<file path="config.mk">
export PLATFORM = sky130hd
export DESIGN_NAME = mem_controller_storeless_flat
export DESIGN_NICKNAME = d
export VERILOG_FILES = /design/src/rtl/mem_controller_storeless_if.sv /design/src/rtl/mem_controller_storeless.sv /design/src/flat_wrapper.sv
export SDC_FILE = /design/constraint.sdc
export NUM_CORES = 1
export LEC_CHECK = 0
export ABC_CLOCK_PERIOD_IN_PS = 2400
export BUFFER_PORTS_ARGS = -buffer_cell sky130_fd_sc_hd__buf_2
export CORE_ASPECT_RATIO = 1.5
export CORE_MARGIN = 2
export CORE_UTILIZATION = 35
export CTS_BUF_LIST = sky130_fd_sc_hd__clkbuf_4
export DETAILED_ROUTE_END_ITERATION = 7
export PLACE_DENSITY = 0.66
export SLEW_MARGIN = 15
export SYNTH_ARGS = -nofsm -noshare
export SYNTH_HDL_FRONTEND = slang
export SYNTH_SLANG_ARGS = --single-unit
</file>
<file path="constraint.sdc">
create_clock -name clk -period 2.4 [get_ports clk]
set_input_delay 0 -clock clk [delete_from_list [all_inputs] [get_ports clk]]
set_output_delay 0 -clock clk [all_outputs]
set_load 0.02 [all_outputs]
</file>
<file path="src/rtl/mem_controller_storeless_if.sv">
// Load-side bus bundle for mem_controller_storeless: completion tokens,
// per-port load address/data channels and the BRAM read/write port pins.
interface mem_controller_storeless_if #(
    parameter int NUM_LOADS = 1,
    parameter int DATA_TYPE = 32,
    parameter int ADDR_TYPE = 32
);
    logic                           memStart_valid;
    logic                           memStart_ready;
    logic                           memEnd_valid;
    logic                           memEnd_ready;
    logic                           ctrlEnd_valid;
    logic                           ctrlEnd_ready;
    logic [NUM_LOADS*ADDR_TYPE-1:0] ldAddr;
    logic [NUM_LOADS-1:0]           ldAddr_valid;
    logic [NUM_LOADS-1:0]           ldAddr_ready;
    logic [NUM_LOADS*DATA_TYPE-1:0] ldData;
    logic [NUM_LOADS-1:0]           ldData_valid;
    logic [NUM_LOADS-1:0]           ldData_ready;
    logic [DATA_TYPE-1:0]           loadData;
    logic                           loadEn;
    logic [ADDR_TYPE-1:0]           loadAddr;
    logic                           storeEn;
    logic [ADDR_TYPE-1:0]           storeAddr;
    logic [DATA_TYPE-1:0]           storeData;

    // Controller side.
    modport slave (
        input  memStart_valid, memEnd_ready, ctrlEnd_valid,
        input  ldAddr, ldAddr_valid, ldData_ready, loadData,
        output memStart_ready, memEnd_valid, ctrlEnd_ready,
        output ldAddr_ready, ldData, ldData_valid,
        output loadEn, loadAddr, storeEn, storeAddr, storeData
    );

    // Requester / BRAM side.
    modport master (
        output memStart_valid, memEnd_ready, ctrlEnd_valid,
        output ldAddr, ldAddr_valid, ldData_ready, loadData,
        input  memStart_ready, memEnd_valid, ctrlEnd_ready,
        input  ldAddr_ready, ldData, ldData_valid,
        input  loadEn, loadAddr, storeEn, storeAddr, storeData
    );
endinterface

</file>
<file path="src/rtl/mem_controller_storeless.sv">
// Load-only memory controller: fixed-priority arbitration of NUM_LOADS
// load channels onto a 1-cycle-latency BRAM read port, per-port 2-entry
// response FIFOs, and the memStart/ctrlEnd/memEnd completion handshake.
// Ports: clk, rst (sync, active high), bus (slave modport of the _if).
module mem_controller_storeless #(
    parameter int NUM_LOADS = 1,
    parameter int DATA_TYPE = 32,
    parameter int ADDR_TYPE = 32
) (
    input  logic                        clk,
    input  logic                        rst,
    mem_controller_storeless_if.slave   bus
);
    localparam int IDX_W = (NUM_LOADS > 1) ? $clog2(NUM_LOADS) : 1;

    typedef enum logic [1:0] {IDLE, RUN, DRAIN, DONE} state_t;

    state_t               state;
    logic                 start_ready;
    logic                 ctrl_ready;
    logic                 end_valid;

    logic [1:0]           count [NUM_LOADS];
    logic [DATA_TYPE-1:0] head  [NUM_LOADS];
    logic [DATA_TYPE-1:0] tail  [NUM_LOADS];
    logic                 inflight_v;
    logic [IDX_W-1:0]     inflight_idx;

    logic [NUM_LOADS-1:0] nonempty;
    logic [NUM_LOADS-1:0] drain;
    logic [NUM_LOADS-1:0] push;
    logic [NUM_LOADS-1:0] eligible;
    logic [NUM_LOADS-1:0] grant;
    logic [IDX_W-1:0]     grant_idx;
    logic [ADDR_TYPE-1:0] grant_addr;
    logic                 all_done;

    // Occupancy counts the slot already claimed by the read in flight and
    // frees the slot being drained this cycle, so a FIFO never overflows.
    always_comb begin
        nonempty = '0;
        drain    = '0;
        push     = '0;
        eligible = '0;
        for (int i = 0; i < NUM_LOADS; i++) begin
            nonempty[i] = (count[i] != 2'd0);
            drain[i]    = nonempty[i] & bus.ldData_ready[i];
            push[i]     = inflight_v && (inflight_idx == IDX_W'(i));
            eligible[i] = bus.ldAddr_valid[i] &&
                (({1'b0, count[i]} - {2'b0, drain[i]}
                  + {2'b0, push[i]}) < 3'd2);
        end
    end

    // Descending scan so the lowest eligible index wins.
    always_comb begin
        grant      = '0;
        grant_idx  = '0;
        grant_addr = '0;
        for (int i = NUM_LOADS - 1; i >= 0; i--) begin
            if (eligible[i]) begin
                grant      = '0;
                grant[i]   = 1'b1;
                grant_idx  = IDX_W'(i);
                grant_addr = bus.ldAddr[i*ADDR_TYPE +: ADDR_TYPE];
            end
        end
    end

    always_comb begin
        bus.ldData = '0;
        for (int i = 0; i < NUM_LOADS; i++) begin
            bus.ldData[i*DATA_TYPE +: DATA_TYPE] = head[i];
        end
    end

    assign all_done = !inflight_v && !(|nonempty) && !(|bus.ldAddr_valid);

    assign bus.ldAddr_ready   = grant;
    assign bus.loadEn         = |grant;
    assign bus.loadAddr       = grant_addr;
    assign bus.ldData_valid   = nonempty;
    assign bus.storeEn        = 1'b0;
    assign bus.storeAddr      = '0;
    assign bus.storeData      = '0;
    assign bus.memStart_ready = start_ready;
    assign bus.ctrlEnd_ready  = ctrl_ready;
    assign bus.memEnd_valid   = end_valid;

    // Read pipeline and response FIFOs.
    always_ff @(posedge clk) begin
        if (rst) begin
            inflight_v   <= 1'b0;
            inflight_idx <= '0;
            for (int i = 0; i < NUM_LOADS; i++) begin
                count[i] <= 2'd0;
                head[i]  <= '0;
                tail[i]  <= '0;
            end
        end else begin
            inflight_v <= |grant;
            if (|grant) begin
                inflight_idx <= grant_idx;
            end
            for (int i = 0; i < NUM_LOADS; i++) begin
                case ({push[i], drain[i]})
                    2'b10: begin
                        if (count[i] == 2'd0) begin
                            head[i] <= bus.loadData;
                        end else begin
                            tail[i] <= bus.loadData;
                        end
                        count[i] <= count[i] + 2'd1;
                    end
                    2'b01: begin
                        head[i]  <= tail[i];
                        count[i] <= count[i] - 2'd1;
                    end
                    2'b11: begin
                        if (count[i] == 2'd2) begin
                            head[i] <= tail[i];
                            tail[i] <= bus.loadData;
                        end else begin
                            head[i] <= bus.loadData;
                        end
                    end
                    default: ;
                endcase
            end
        end
    end

    // Completion FSM with registered handshake outputs.
    always_ff @(posedge clk) begin
        if (rst) begin
            state       <= IDLE;
            start_ready <= 1'b1;
            ctrl_ready  <= 1'b0;
            end_valid   <= 1'b0;
        end else begin
            case (state)
                IDLE: if (bus.memStart_valid) begin
                    state       <= RUN;
                    start_ready <= 1'b0;
                    ctrl_ready  <= 1'b1;
                end
                RUN: if (bus.ctrlEnd_valid) begin
                    state      <= DRAIN;
                    ctrl_ready <= 1'b0;
                end
                DRAIN: if (all_done) begin
                    state     <= DONE;
                    end_valid <= 1'b1;
                end
                DONE: if (bus.memEnd_ready) begin
                    state       <= IDLE;
                    end_valid   <= 1'b0;
                    start_ready <= 1'b1;
                end
                default: state <= IDLE;
            endcase
        end
    end
endmodule

</file>
<file path="src/flat_wrapper.sv">
// flat-port wrapper written by rule: the top's interface ports become plain ports
module mem_controller_storeless_flat 
#(
    parameter int NUM_LOADS = 1,
    parameter int DATA_TYPE = 32,
    parameter int ADDR_TYPE = 32
)
  (clk, rst, bus_memStart_valid, bus_memEnd_ready, bus_ctrlEnd_valid, bus_ldAddr, bus_ldAddr_valid, bus_ldData_ready, bus_loadData, bus_memStart_ready, bus_memEnd_valid, bus_ctrlEnd_ready, bus_ldAddr_ready, bus_ldData, bus_ldData_valid, bus_loadEn, bus_loadAddr, bus_storeEn, bus_storeAddr, bus_storeData);
  mem_controller_storeless_if #(.NUM_LOADS(NUM_LOADS), .DATA_TYPE(DATA_TYPE), .ADDR_TYPE(ADDR_TYPE)) bus_i ();
  input  logic clk;
  input  logic rst;
  input wire logic [$bits(bus_i.memStart_valid)-1:0] bus_memStart_valid;
  input wire logic [$bits(bus_i.memEnd_ready)-1:0] bus_memEnd_ready;
  input wire logic [$bits(bus_i.ctrlEnd_valid)-1:0] bus_ctrlEnd_valid;
  input wire logic [$bits(bus_i.ldAddr)-1:0] bus_ldAddr;
  input wire logic [$bits(bus_i.ldAddr_valid)-1:0] bus_ldAddr_valid;
  input wire logic [$bits(bus_i.ldData_ready)-1:0] bus_ldData_ready;
  input wire logic [$bits(bus_i.loadData)-1:0] bus_loadData;
  output wire logic [$bits(bus_i.memStart_ready)-1:0] bus_memStart_ready;
  output wire logic [$bits(bus_i.memEnd_valid)-1:0] bus_memEnd_valid;
  output wire logic [$bits(bus_i.ctrlEnd_ready)-1:0] bus_ctrlEnd_ready;
  output wire logic [$bits(bus_i.ldAddr_ready)-1:0] bus_ldAddr_ready;
  output wire logic [$bits(bus_i.ldData)-1:0] bus_ldData;
  output wire logic [$bits(bus_i.ldData_valid)-1:0] bus_ldData_valid;
  output wire logic [$bits(bus_i.loadEn)-1:0] bus_loadEn;
  output wire logic [$bits(bus_i.loadAddr)-1:0] bus_loadAddr;
  output wire logic [$bits(bus_i.storeEn)-1:0] bus_storeEn;
  output wire logic [$bits(bus_i.storeAddr)-1:0] bus_storeAddr;
  output wire logic [$bits(bus_i.storeData)-1:0] bus_storeData;
  assign bus_i.memStart_valid = bus_memStart_valid;
  assign bus_i.memEnd_ready = bus_memEnd_ready;
  assign bus_i.ctrlEnd_valid = bus_ctrlEnd_valid;
  assign bus_i.ldAddr = bus_ldAddr;
  assign bus_i.ldAddr_valid = bus_ldAddr_valid;
  assign bus_i.ldData_ready = bus_ldData_ready;
  assign bus_i.loadData = bus_loadData;
  assign bus_memStart_ready = bus_i.memStart_ready;
  assign bus_memEnd_valid = bus_i.memEnd_valid;
  assign bus_ctrlEnd_ready = bus_i.ctrlEnd_ready;
  assign bus_ldAddr_ready = bus_i.ldAddr_ready;
  assign bus_ldData = bus_i.ldData;
  assign bus_ldData_valid = bus_i.ldData_valid;
  assign bus_loadEn = bus_i.loadEn;
  assign bus_loadAddr = bus_i.loadAddr;
  assign bus_storeEn = bus_i.storeEn;
  assign bus_storeAddr = bus_i.storeAddr;
  assign bus_storeData = bus_i.storeData;
  mem_controller_storeless #(.NUM_LOADS(NUM_LOADS), .DATA_TYPE(DATA_TYPE), .ADDR_TYPE(ADDR_TYPE)) u_core (.clk(clk), .rst(rst), .bus(bus_i));
endmodule
</file>
==> flow_summary.json <==
{
  "cts-htree-levels": 3,
  "syn_area_um2": 4090,
  "vdd_drop_max_uv": 328,
  "rows": 48,
  "p_leak_nw": 2.70,
  "grt_overflow": 0,
  "min_from": "bus_ldAddr_valid",
  "synth_flop_cell": "edfxtp_1",
  "finalSetupViolCount": 34,
  "seq_area_frac_synth": 0.514,
  "dp_hpwl_um": 6680,
  "setup_ws_ns": -0.265,
  "crit_chain": "inv_2 -> ha_4 -> nand2b_4 -> xnor2_2 -> nand2_2 -> fa_2 -> and3_4 -> buf_6 -> buf_16 -> and2_4 -> buf_6",
  "holdCritPathClass": "in2reg",
  "synth_seq_cells": 72,
  "status": "finished, violations left",
  "end_kind": "output port",
  "finClkSkew_ns": 0.0219,
  "finalCriticalPeriod_ns": 2.66,
  "clock-sinks": 72,
  "clk_pin_slew_ns": 0.09,
  "arrival_ns": 2.66,
  "place.gp.congestion": 0.790,
  "path_class": "reg2out",
  "critPathMaxFanout": 9,
  "die_w_um": 92.3,
  "layout_commonest_cell": "buf_2",
  "yosysWarnings": 0,
  "drtIter0Drc": 98,
  "grt_pass1_vias": 3187,
  "coreArea_um2": 11500,
  "synth_edf_count": 66,
  "ios": 206,
  "ctsLongestPathBuffers": 2,
  "numPortBuffers": 140,
  "syn-instance-count": 386,
  "areaGrowthSynthToFinish_pct": 41.6,
  "startpoint": "u_core.count[0][0]$_DFFE_PP_",
  "grt_antenna_before_repair": 1,
  "grt_setup_unrepaired": "true",
  "clock_latency_ns": 0.43,
  "grtUsageTotal": 0.159,
  "grt_pass1_wl_um": 15300,
  "crit_slowest_cell": "fa_2",
  "crit_path_start_kind": "flip-flop",
  "cts_tree": "yes",
  "crit_family": "adder cells",
  "r2r_start": "u_core.count[0][0]$_DFFE_PP_",
  "synth_cell_types": 37,
  "slew_violations": 0,
  "place_area_um2": 4800,
  "die_y_um": 136,
  "start_util": 0.356,
  "violations": "setup timing",
  "clockRootBuffer": "clkbuf_4",
  "ys_async_sr_fraction": 0,
  "finalWirelength_um": 10300,
  "grt_max_degree": 33,
  "fin_crit_sh": 1.11,
  "ant_nets": 0,
  "post-route-drc-count": 0,
  "design_area_um2": 5790,
  "nets": 653,
  "viasPerCell": 4.45,
  "path_buf_inv": 4,
  "dieArea_um2": 12600,
  "finalHoldViolCount": 0,
  "numCtsBuffers": 9,
  "finalPower_w": 0.00468,
  "avgSynthCellArea_um2": 10.6,
  "drive_gt1_frac": 0.392,
  "layout_common_cells": "buf_2, edfxtp_1, conb_1",
  "max_stage_delay_ns": 0.56,
  "r2r_slack_ns": 0.18,
  "crit_path_frequent_cell": "buf_6",
  "vias": 3246,
  "maxCapViolCount": 0,
  "clock.fmax_ghz": 0.375,
  "p_per_area_nw_per_um2": 809,
  "required_ns": 2.40,
  "dr.pass1.iters": 4,
  "routedWlPerCell_um": 14.1,
  "fill_cells": 1028
}
[final cells by class]
| type | instances | area, µm² | area share |
|---|---|---|---|
| flip-flops and latches | 72 | 2100 | 0.363 |
| repair buffers | 201 | 1550 | 0.267 |
| clock buffers | 10 | 75.1 | 0.0130 |
| clock inverters | 6 | 83.8 | 0.0145 |
| inverters | 39 | 146 | 0.0253 |
| multi-input cells | 251 | 1640 | 0.284 |
| diodes | 1 | 2.50 | 0.000432 |
| well taps | 150 | 188 | 0.0324 |
[path summary, 6_finish.rpt]
kind,to,cells after the start
worst max-delay path,bus_loadAddr[6],11
worst min-delay path,u_core.state[1]$_SDFFE_PP0P_,4
worst min register to register,u_core.state[1]$_SDFFE_PP0P_,2
worst max register to register,u_core.inflight_v$_SDFF_PP0_,11
[per-stage QoR]
| stage | cells | util | setup slack, ns | TNS, ns | hold slack [ns] |
|---|---|---|---|---|---|
| after floorplan | 450 | - | 0.0000318 | 0 | 0.0907 |
| after global placement | 666 | 0.418 | 0.184 | 0 | 0.295 |
| after detailed placement | 666 | 0.418 | 0.0240 | 0 | 0.296 |
| after CTS | 729 | 0.502 | -0.302 | -9.72 | 0.0884 |
| after global routing | 730 | 0.505 | -0.404 | -12.02 | 0.0936 |
| final | 730 | 0.505 | -0.265 | -7.11 | 0.123 |
[kinds of logic after synthesis]
family / after synthesis / share of synthesized area
simple gates: 127 / 0.181
buf+inv: 127 / 0.181
flops: 72 / 0.514
compound gates: 48 / 0.0894
fa+ha+maj: 8 / 0.0263
xor+xnor: 2 / 0.00428
other cells: 1 / 0.000917
mux: 1 / 0.00245
[routing by layer]
metal,GRT usage,part of all wire
met4,0.0738,0.026
met3,0.0333,0.064
met5,0,0
met2,0.321,0.57
met1,0.149,0.34
[registers in the layout, indices dropped and copies added, names as in the netlist]
register and flops:
u_core.bus.memStart_ready 1, u_core.count 2, u_core.inflight_v 1, u_core.bus.ctrlEnd_ready 1
u_core.bus.memEnd_valid 1, u_core.state 2, u_core.tail 32, u_core.head 32
[what timing repair did]
| item | 4_1_cts | 5_1_grt |
|---|---|---|
| hold buffers | 38 | 0 |
| pin swaps | 5 | 9 |
| setup endpoints to repair | 34 | 34 |
| endpoints found under the hold margin | 69 | 0 |
| setup buffers | 6 | 2 |
| gates cloned | 3 | 0 |
| resized for setup | 97 | 22 |
[tightest hold or removal path: cells and delay by family]
kind                   cells  cell delay, ns
AO/OA/AOI/OAI              1            0.08
buffers and inverters      1            0.13
multiplexers               1            0.12
AND/OR/NAND/NOR            1            0.15
[where the power goes]
| group | switching [W] | internal, W |
|---|---|---|
| clock network | 0.000426 | 0.000429 |
| logic | 0.00118 | 0.000988 |
| registers | 0.0000748 | 0.00158 |
[synthesized netlist by cell type (all sizes together) (3+ instances only)]
| cell type | number | area share |
|---|---|---|
| buf | 73 | 0.13 |
| edfxtp | 66 | 0.48 |
| and2 | 65 | 0.099 |
| inv | 39 | 0.036 |
| nand3 | 34 | 0.042 |
| o31ai | 32 | 0.059 |
| clkbuf | 15 | 0.014 |
| ha | 7 | 0.021 |
| a21oi | 6 | 0.0073 |
| dfxtp | 6 | 0.029 |
| nand2 | 6 | 0.0055 |
| nor2 | 4 | 0.0037 |
| nand2b | 3 | 0.0046 |
| nor2b | 3 | 0.0046 |
No activity file was read; power rests on OpenSTA's default activity.
